--- src/rtl/uart_tx_fifo.sv ---
// Buffered 8-bit RS232 transmitter: byte FIFO feeding a start/data/stop serialiser at OVERSAMPLE clocks per bit.
// Optional parity bit (even/odd, chosen per frame) when UART_TX_PARITY_EN is defined.
module uart_tx_fifo #(
  parameter int DEPTH      = 16,
  parameter int AW         = 4,
  parameter int OVERSAMPLE = 16
) (
  input  logic          iSClk,
  input  logic          iRst,
  input  logic [7:0]    iData,
  input  logic          iPush,
  input  logic          iStopBits,
  input  logic          iClrOvf,
`ifdef UART_TX_PARITY_EN
  input  logic          iParityOdd,
`endif
  output logic          oTX,
  output logic          oFull,
  output logic          oEmpty,
  output logic [AW:0]   oCount,
  output logic          oBusy,
  output logic          oDone,
  output logic          oOverflow
);

  localparam int OSW = (OVERSAMPLE > 1) ? $clog2(OVERSAMPLE) : 1;
  localparam logic [OSW-1:0] OS_LAST  = OSW'(OVERSAMPLE - 1);
  localparam logic [OSW-1:0] OS_ONE   = OSW'(1);
  localparam logic [AW:0]    CNT_ONE  = (AW+1)'(1);
  localparam logic [AW:0]    CNT_FULL = (AW+1)'(DEPTH);
  localparam logic [AW-1:0]  PTR_ONE  = AW'(1);

  typedef enum logic [2:0] {
    IDLE,
    START,
    DATA,
`ifdef UART_TX_PARITY_EN
    PARITY,
`endif
    STOP1,
    STOP2
  } state_t;

  logic [7:0]     mem [DEPTH];
  logic [AW-1:0]  wrPtr;
  logic [AW-1:0]  rdPtr;
  logic [AW:0]    countNext;
  logic [7:0]     headByte;
  state_t         state;
  logic [OSW-1:0] osCnt;
  logic [2:0]     bitCnt;
  logic [7:0]     shiftReg;
  logic           stop2;
`ifdef UART_TX_PARITY_EN
  logic           parBit;
`endif
  logic           pushOk;
  logic           osEnd;
  logic           frameEnd;
  logic           pop;

  // Push handshake: iPush is the valid, ~oFull the ready; a byte transfers on any
  // edge where both are high, and a push seen while full is dropped and flagged.
  assign pushOk   = iPush & ~oFull;
  assign osEnd    = (osCnt == OS_LAST);
  assign frameEnd = osEnd && (((state == STOP1) && !stop2) || (state == STOP2));
  assign pop      = ~oEmpty && ((state == IDLE) || frameEnd);
  assign headByte = mem[rdPtr];

  always_comb begin
    countNext = oCount;
    if (pushOk && !pop) countNext = oCount + CNT_ONE;
    else if (!pushOk && pop) countNext = oCount - CNT_ONE;
  end

  always_ff @(posedge iSClk) begin
    if (pushOk) mem[wrPtr] <= iData;
  end

  always_ff @(posedge iSClk or posedge iRst) begin
    if (iRst) begin
      wrPtr     <= '0;
      rdPtr     <= '0;
      oCount    <= '0;
      oEmpty    <= 1'b1;
      oFull     <= 1'b0;
      oOverflow <= 1'b0;
    end else begin
      if (pushOk) wrPtr <= wrPtr + PTR_ONE;
      if (pop)    rdPtr <= rdPtr + PTR_ONE;
      oCount <= countNext;
      oEmpty <= (countNext == '0);
      oFull  <= (countNext == CNT_FULL);
      // A dropped push outranks a same-cycle clear so no loss goes unreported.
      if (iPush && oFull) oOverflow <= 1'b1;
      else if (iClrOvf)   oOverflow <= 1'b0;
    end
  end

  // oTX is loaded with the level of the state being entered, so it is always registered.
  always_ff @(posedge iSClk or posedge iRst) begin
    if (iRst) begin
      state    <= IDLE;
      oTX      <= 1'b1;
      oBusy    <= 1'b0;
      oDone    <= 1'b0;
      osCnt    <= '0;
      bitCnt   <= '0;
      shiftReg <= '0;
      stop2    <= 1'b0;
`ifdef UART_TX_PARITY_EN
      parBit   <= 1'b0;
`endif
    end else begin
      oDone <= 1'b0;
      if (pop) begin
        shiftReg <= headByte;
        stop2    <= iStopBits;
`ifdef UART_TX_PARITY_EN
        parBit   <= (^headByte) ^ iParityOdd;
`endif
        state    <= START;
        oBusy    <= 1'b1;
        oTX      <= 1'b0;
        osCnt    <= '0;
        bitCnt   <= '0;
        oDone    <= frameEnd;
      end else if (state != IDLE) begin
        if (!osEnd) begin
          osCnt <= osCnt + OS_ONE;
        end else begin
          osCnt <= '0;
          case (state)
            START: begin
              state <= DATA;
              oTX   <= shiftReg[0];
            end
            DATA: begin
              if (bitCnt == 3'd7) begin
`ifdef UART_TX_PARITY_EN
                state <= PARITY;
                oTX   <= parBit;
`else
                state <= STOP1;
                oTX   <= 1'b1;
`endif
              end else begin
                shiftReg <= {1'b0, shiftReg[7:1]};
                oTX      <= shiftReg[1];
                bitCnt   <= bitCnt + 3'd1;
              end
            end
`ifdef UART_TX_PARITY_EN
            PARITY: begin
              state <= STOP1;
              oTX   <= 1'b1;
            end
`endif
            STOP1: begin
              oTX <= 1'b1;
              if (stop2) begin
                state <= STOP2;
              end else begin
                state <= IDLE;
                oBusy <= 1'b0;
                oDone <= 1'b1;
              end
            end
            STOP2: begin
              state <= IDLE;
              oBusy <= 1'b0;
              oDone <= 1'b1;
              oTX   <= 1'b1;
            end
            default: begin
              state <= IDLE;
              oBusy <= 1'b0;
              oTX   <= 1'b1;
            end
          endcase
        end
      end
    end
  end

endmodule
--- config.mk ---
export PLATFORM = sky130hd
export DESIGN_NAME = uart_tx_fifo
export DESIGN_NICKNAME = d
export VERILOG_FILES = /design/src/rtl/uart_tx_fifo.sv
export SDC_FILE = /design/constraint.sdc
export NUM_CORES = 1
export LEC_CHECK = 0
export CAP_MARGIN = 20
export CORE_MARGIN = 5
export CORE_UTILIZATION = 55
export CTS_BUF_LIST = sky130_fd_sc_hd__clkbuf_8
export DETAILED_ROUTE_END_ITERATION = 10
export PLACE_DENSITY = 0.8
export SETUP_SLACK_MARGIN = 0.15
export SKIP_LAST_GASP = 1
export SYNTH_ARGS = -nofsm -noshare
export SYNTH_HDL_FRONTEND = slang
export SYNTH_SLANG_ARGS = --single-unit
--- constraint.sdc ---
create_clock -name iSClk -period 2.15 [get_ports iSClk]
set_clock_uncertainty 0.05 [all_clocks]
set_input_delay 0.215 -clock iSClk [delete_from_list [all_inputs] [get_ports iSClk]]
set_output_delay 0.215 -clock iSClk [all_outputs]
set_load 0.005 [all_outputs]
==> results.py, run 1 <==
metrics = {
    "logic_synthesis": {
        "synth.top_cell.area_share": 0.5624,
        "postSynthAreaPerCell_um2": 16.67,
        "synth_nets": 433,
        "ys_types": 45,
        "netlist_top_cells_area": "edfxtp_1 (56%), dfrtp_1 (13%), mux4_2 (11%), ha_1 (1.8%), a211oi_1 (1.6%)",
        "synth.ff_latch_count": 166,
        "post-synth-top-count-cell": "edfxtp_1",
        "synth_common_cells": "edfxtp_1 (128), dfrtp_1 (36), mux4_2 (33), nand2_1 (28), nor2_1 (28)",
        "async_flop_share": 0.2289,
        "ys.flop_type": "edfxtp_1",
        "synthesis.area_um2": 6834,
        "yosysSeqAreaShare": 0.7019,
        "synth_cells": 410,
        "synth_largest_area_cell": "edfxtp_1",
        "synth-edff-count": 128,
        "yosys_warnings": 0,
    },
    "routing": {
        "avgViaCountPerCell": 5.788,
        "vias": 3895,
        "drt_wl_total_um": 14240,
        "antenna_left": 0,
        "drtIter0Drc": 401,
        "wl_per_cell_um": 21.16,
        "dr.pass1.iters": 5,
        "drc_errors": 0,
    },
    "critical_path": {
        "worstReg2RegEnd": "oFull",
        "cp-startpoint": "osCnt[1]",
        "required_ns": 2.45,
        "endpoint": "oFull",
        "critPathArrivalTime_ns": 2.49,
        "reg2reg_from": "osCnt[1]",
        "r2r_setup_slack_ns": -0.04,
        "end_kind": "register",
        "cp-start-kind": "register",
        "crit_type": "register to register",
        "rr_worst_depth": 7,
        "path_max_fanout": 4,
    },
    "timing": {
        "fmax_mhz": 456.3,
        "worstMarginPinSlew_ns": 0.8156,
        "slew_viol_final": 0,
        "hold_viol": 0,
        "setup_slack_ns": -0.04150,
        "rsz0062_at_grt": "true",
        "fin_crit_ns": 2.191,
        "finalCritPeriodShare": 1.019,
        "slew_headroom": 0.4563,
        "setup_viol": 3,
    },
    "power": {
        "cellPowerDensity_nw_per_um2": 1351,
        "p_sw_mw": 3.844,
        "combPwrFrac": 0.415,
        "power_frac_clock": 0.193,
        "p_total_mw": 11.36,
        "swShare": 0.3385,
        "seqPwrFrac": 0.391,
        "intPower_mw": 7.513,
        "p_leak_nw": 2.981,
        "peakVddDrop_mv": 0.9932,
    },
    "place": {
        "dpl.hpwl_um": 8596,
        "place.gp.congestion": 0.7813,
        "post-place-cells": 623,
        "placement.io_buffers": 23,
    },
    "cts": {
        "clk_pin_slew_worst_paths_ns": 0.09,
        "cts-htree-levels": 4,
        "cts_buffer_depth": 2,
        "numCtsBuffers": 17,
        "cts_tree": "done",
        "cts-root-buf": "clkbuf_8",
        "clock_latency_ns": 0.45,
        "holdBufCountCts": 0,
        "clock-sinks": 166,
    },
    "grt": {
        "gr-usage-all-layers": 0.1941,
        "grt_overflow": 0,
        "antenna_found_initial": 0,
        "grt_pass1_wl_um": 21100,
        "grt_pass1_vias": 3965,
        "grt_max_degree": 39,
    },
    "final_layout": {
        "final.fill_count": 779,
        "nNetsFinal": 516,
        "area_growth_pct": 23.00,
        "drive_gt1_frac": 0.3446,
        "fin_cells": 673,
        "seq_area_um2": 4798,
        "multi_input_area_um2": 2166,
        "diodes": 0,
    },
    "floorplanning": {
        "die_x_um": 121.5,
        "initial_core_util": 0.5643,
        "core_area_um2": 12110,
        "rows": 40,
        "dieArea_um2": 14760,
        "pin_count": 24,
        "die_h_um": 121.5,
    },
    "outcome": {
        "status": "complete, but fails checks",
        "violations": "setup timing",
    },
    "job": {
        "maxCapViolCount": 0,
    },
    "min_path": {
        "hold_class": "primary input to asynchronous set/reset pin",
    },
}
==> per-stage QoR <==
| step | hold slack [ns] | TNS, ns | setup slack (ns) | util | instance area [µm²] |
|---|---|---|---|---|---|
| after floorplan | 0.2639 | -0.03193 | -0.01613 | - | 6893 |
| after detailed placement | 0.4436 | -0.08291 | -0.07478 | 0.6295 | 7625 |
| after global placement | 0.4314 | -0.01356 | -0.01356 | 0.6295 | 7625 |
| final | 0.1443 | -0.06469 | -0.04150 | 0.6940 | 8406 |
| after CTS | 0.1556 | 0 | 0.008525 | 0.6668 | 8077 |
| after global routing | 0.1587 | -0.4090 | -0.1318 | 0.6940 | 8406 |
==> power by group through the flow <==
stage,registers [mW],clock network (mW),logic [mW]
after floorplan,4.30,0,2.56
after global placement,4.42,0,3.62
after detailed placement,4.45,0,3.78
after CTS,4.39,2.22,3.92
after global routing,4.50,2.40,5.04
final,4.44,2.19,4.72
==> registers in the layout, indices dropped and copies added (netlist names), 3 cells and up <==
signal	flops
mem	128
shiftReg	8
oCount	5
osCnt	4
rdPtr	4
wrPtr	4
bitCnt	3
state	3
==> cell families after synthesis <==
family,Yosys count,share of synthesized area
AND/OR/NAND/NOR,93,0.07031
AO/OA/AOI/OAI,58,0.05328
XOR/XNOR,9,0.01153
adder cells (fa/ha/maj),10,0.01831
multiplexers,45,0.1265
flip-flops,166,0.7019
buffers and inverters,29,0.01812
==> cell usage in the layout, fill, tap and decap left out, drive strengths merged, types with 2 or more instances in the layout <==
master         netlist  layout
ha                  10      10
mux4                33      33
mux2i               11      11
nand2               28      28
o21ai               12      12
and3                 2       2
a21oi               20      20
dfstp                2       2
dfrtp               36      36
bufinv               0       2
inv                  6      11
nor3                 6       6
a22oi                2       2
a211oi              15      15
nor2b               10      10
clkinv               0       6
clkdlybuf4s50        0      23
buf                  9      62
nor4b                2       2
clkbuf              14      19
edfxtp             128     128
a22o                 3       3
nand2b               2       2
or4b                 2       2
xnor2                8       8
nand4                5       5
nor2                28      28
==> worst min path at each step <==
stage	from	to	depth (start not counted)
final	iRst	oDone	3
after global routing	iRst	oDone	3
after CTS	iRst	oDone	3
after detailed placement	oTX	oTX	2
after global placement	stop2	stop2	2
after floorplan	iData[0]	mem[0][0]	0
==> routing by layer <==
metal  wire [µm]  vias to the layer above  global-route usage  share of wire
met3         698                       12             0.04662          0.049
met5           0                        -                   0              0
met4         203                        0             0.06373          0.014
li1            -                     1751                   -              -
met1        5766                     2007              0.2433           0.40
met2        7570                      125              0.3337           0.53
==> final cells by class <==
cell class / count / area share
clock inverter: 14 / 0.01801
clock buffer: 17 / 0.02784
sequential: 166 / 0.5709
tap: 168 / 0.02501
inverter: 6 / 0.002679
multi-input combinational: 215 / 0.2577
timing repair buffer: 87 / 0.09795
==> what timing repair did <==
| item | in CTS | in global routing |
|---|---|---|
| endpoints found under the setup margin | 15 | 16 |
| pin swaps | 2 | 16 |
| resized for setup | 5 | 40 |
| setup buffers | 6 | 11 |
| endpoints found under the hold margin | 0 | 0 |
| cloned | 0 | 2 |
==> critical path, stage by stage (launching register included) <==
cell     delay [ns]
dfrtp_1        0.40
ha_4           0.17
nand3_4        0.07
or4b_4         0.54
nand2_2        0.10
mux2i_1        0.26
xor2_1         0.26
nor4b_4        0.26
No activity file was read; power rests on OpenSTA's default activity.
==> run 2, diff against run 1 <==
--- a/config.mk
+++ b/config.mk
@@ -5,6 +5,7 @@
 export SDC_FILE = /design/constraint.sdc
 export NUM_CORES = 1
 export LEC_CHECK = 0
+export ABC_AREA = 1
 export CAP_MARGIN = 20
 export CORE_MARGIN = 5
 export CORE_UTILIZATION = 55
==> run 2 against run 1 <==
Total power down 38%. Highest routed layer unchanged. Cell count up 29%. Die area up 3.5%. Flip-flop and latch count unchanged. Setup slack better by 0.18 ns. First-iteration DRC count up 35%. The run now ends clean. Non-clock buffer count down 20. Largest cell class unchanged.
==> results.py, run 2 <==
metrics = {
    "cts": {
        "clock-sinks": 166,
        "cts_tree": "done",
        "cts-root-buf": "clkbuf_8",
        "cts-htree-levels": 4,
        "cts_buffer_depth": 2,
        "numCtsBuffers": 17,
        "clk_pin_slew_worst_paths_ns": 0.09,
        "clock_latency_ns": 0.46,
    },
    "routing": {
        "wl_per_cell_um": 18.39,
        "dr.pass1.iters": 5,
        "antenna_left": 0,
        "drtIter0Drc": 542,
        "avgViaCountPerCell": 5.781,
        "drt_wl_total_um": 15940,
        "drc_errors": 0,
        "vias": 5012,
    },
    "timing": {
        "setup_slack_ns": 0.1371,
        "hold_viol": 0,
        "tns_ns": 0,
        "setup_viol": 0,
        "hold_ws_ns": 0.02861,
        "finalCritPeriodShare": 0.9362,
        "fmax_mhz": 496.8,
        "slew_viol_final": 0,
        "fin_crit_ns": 2.013,
        "rsz0062_at_grt": "true",
        "slew_headroom": 0.5781,
        "worstMarginPinSlew_ns": 0.6308,
    },
    "logic_synthesis": {
        "synth.ff_latch_count": 166,
        "yosysSeqAreaShare": 0.6764,
        "synthesis.area_um2": 7092,
        "ys_types": 34,
        "synth_nets": 649,
        "synth_largest_area_cell": "edfxtp_1",
        "yosys_warnings": 0,
        "async_flop_share": 0.2289,
        "synth-edff-count": 128,
        "postSynthAreaPerCell_um2": 11.33,
        "ys.flop_type": "edfxtp_1",
        "synth_common_cells": "edfxtp_1 (128), nor2_1 (109), o21ai_0 (69), nand2_1 (61), inv_1 (46)",
        "synth.top_cell.area_share": 0.5420,
        "synth_cells": 626,
        "netlist_top_cells_area": "edfxtp_1 (54%), dfrtp_1 (13%), nor2_1 (5.8%), o21ai_0 (4.9%), nand2_1 (3.2%)",
        "post-synth-top-count-cell": "edfxtp_1",
    },
    "floorplanning": {
        "core_area_um2": 12620,
        "rows": 41,
        "pin_count": 24,
        "die_x_um": 123.6,
        "die_h_um": 123.6,
        "initial_core_util": 0.5620,
        "dieArea_um2": 15260,
    },
    "grt": {
        "antenna_found_initial": 0,
        "grt_overflow": 0,
        "gr-usage-all-layers": 0.2079,
        "grt_pass1_vias": 4713,
        "grt_max_degree": 64,
        "grt_pass1_wl_um": 23850,
    },
    "critical_path": {
        "path_max_fanout": 8,
        "critPathArrivalTime_ns": 2.35,
        "cp-start-kind": "register",
        "worstReg2RegEnd": "shiftReg[2]",
        "rr_worst_depth": 12,
        "end_kind": "register",
        "r2r_setup_slack_ns": 0.14,
        "crit_type": "register to register",
        "required_ns": 2.49,
        "reg2reg_from": "osCnt[1]",
    },
    "power": {
        "p_leak_nw": 3.045,
        "cellPowerDensity_nw_per_um2": 859.0,
        "peakVddDrop_mv": 0.6152,
    },
    "place": {
        "placement.io_buffers": 23,
        "dpl.hpwl_um": 9765,
        "post-place-cells": 820,
        "place_ws_ns": 0.09657,
        "place.gp.congestion": 0.7881,
    },
    "final_layout": {
        "final.fill_count": 901,
        "drive_gt1_frac": 0.1439,
        "fin_cells": 867,
        "nNetsFinal": 706,
        "largest_reg_flops": 128,
        "layout_common_cells": "edfxtp_1 (128), nor2_1 (106), o21ai_0 (68)",
        "area_growth_pct": 16.50,
        "regMostFlops": "mem",
        "top_regs": "mem x128, shiftReg x8, oCount x5",
        "diodes": 0,
        "layout_commonest_cell": "edfxtp_1",
    },
    "min_path": {
        "hold_class": "primary input to asynchronous set/reset pin",
    },
    "outcome": {
        "status": "finished clean",
    },
    "job": {
        "maxCapViolCount": 0,
    },
}
[run 2: cell types whose count changed after synthesis, moves of 10 or more]
cell	delta
mux4_2	-33
o211ai_1	+29
xor2_1	+12
inv_1	+40
nand2_1	+33
mux2i_1	-10
o21ai_1	+13
nand3_1	+22
nor2b_1	-10
o21ai_0	+57
nor2_1	+81
a211oi_1	-14
[run 2: stage by stage]
stage | area [µm²] | power, mW | util
6_report | 8262 | 7.097 | 0.6547
5_1_grt | 8262 | 7.388 | 0.6547
4_1_cts | 8045 | 7.071 | 0.6375
3_5_place_dp | 7660 | 5.068 | 0.6070
3_3_place_gp | 7660 | 4.999 | 0.6070
2_1_floorplan | 7092 | 4.611 | -
[run 2: layout make-up]
class	instances	area [µm²]	area share
Inverter	49	187.7	0.02272
Clock inverter	14	127.6	0.01545
Timing Repair inverter	1	5.005	0.0006058
Multi-Input combinational cell	381	2032	0.2459
Sequential cell	166	4798	0.5808
Tap cell	172	215.2	0.02605
Clock buffer	17	234.0	0.02832
Timing Repair Buffer	67	661.9	0.08012
[run 2: worst max path at each step]
stage,end,startpoint
2_1_floorplan,mem[11][0],oFull
3_3_place_gp,shiftReg[4],osCnt[0]
3_5_place_dp,shiftReg[4],osCnt[0]
4_1_cts,shiftReg[4],osCnt[0]
5_1_grt,shiftReg[6],osCnt[0]
6_report,shiftReg[2],osCnt[1]
[run 2: repair_timing]
item | 4_1_cts | 5_1_grt
endpoints found under the setup margin | 10 | 21
pin swaps | 0 | 3
gates cloned | 0 | 4
buffers inserted | 1 | 11
hold buffers | 0 | 0
gates resized for setup | 1 | 17
[run 2: kinds of logic (layout without fill, tap and decap cells)]
group	after synthesis	after routing	share of synthesized area
xor+xnor	13	13	0.01606
buf+inv	79	148	0.04640
flops	166	166	0.6764
fa+ha+maj	10	10	0.01764
simple gates	211	211	0.1242
compound gates	146	146	0.1179
mux	1	1	0.001411
[run 2: critical path, cell delays in order (launching register included)]
cell and delay [ns]:
dfrtp_1 0.41, ha_4 0.16, nand2_2 0.08, nor2_2 0.14
nand2_2 0.08, nand2_4 0.10, nand2_8 0.10, o21ai_4 0.10
nand2_4 0.09, a21oi_4 0.27, clkbuf_16 0.20, o21ai_1 0.06
o21ai_1 0.08
[run 2: metal layers]
layer  up-vias  part of all wire  global-route usage
li1       2294                 -                   -
met4         0             0.027              0.1003
met2       216              0.50              0.3398
met3        43             0.078             0.03797
met1      2459              0.39              0.2699
met5         -                 0                   0
[run 2: power breakdown]
| group | total (mW) | switching, mW | internal, mW |
|---|---|---|---|
| logic | 1.06 | 0.660 | 0.402 |
| clock network | 2.07 | 1.15 | 0.917 |
| registers | 3.96 | 0.163 | 3.80 |
| total | 7.10 | 1.98 | 5.12 |
==> run 3, diff against run 2 <==
--- a/config.mk
+++ b/config.mk
@@ -11,6 +11,7 @@
 export CORE_UTILIZATION = 55
 export CTS_BUF_LIST = sky130_fd_sc_hd__clkbuf_8
 export DETAILED_ROUTE_END_ITERATION = 10
+export GPL_ROUTABILITY_DRIVEN = 0
 export PLACE_DENSITY = 0.8
 export SETUP_SLACK_MARGIN = 0.15
 export SKIP_LAST_GASP = 1
==> results of run 3 <==
Final layout, timing and power as in run 2 (identical DEF).
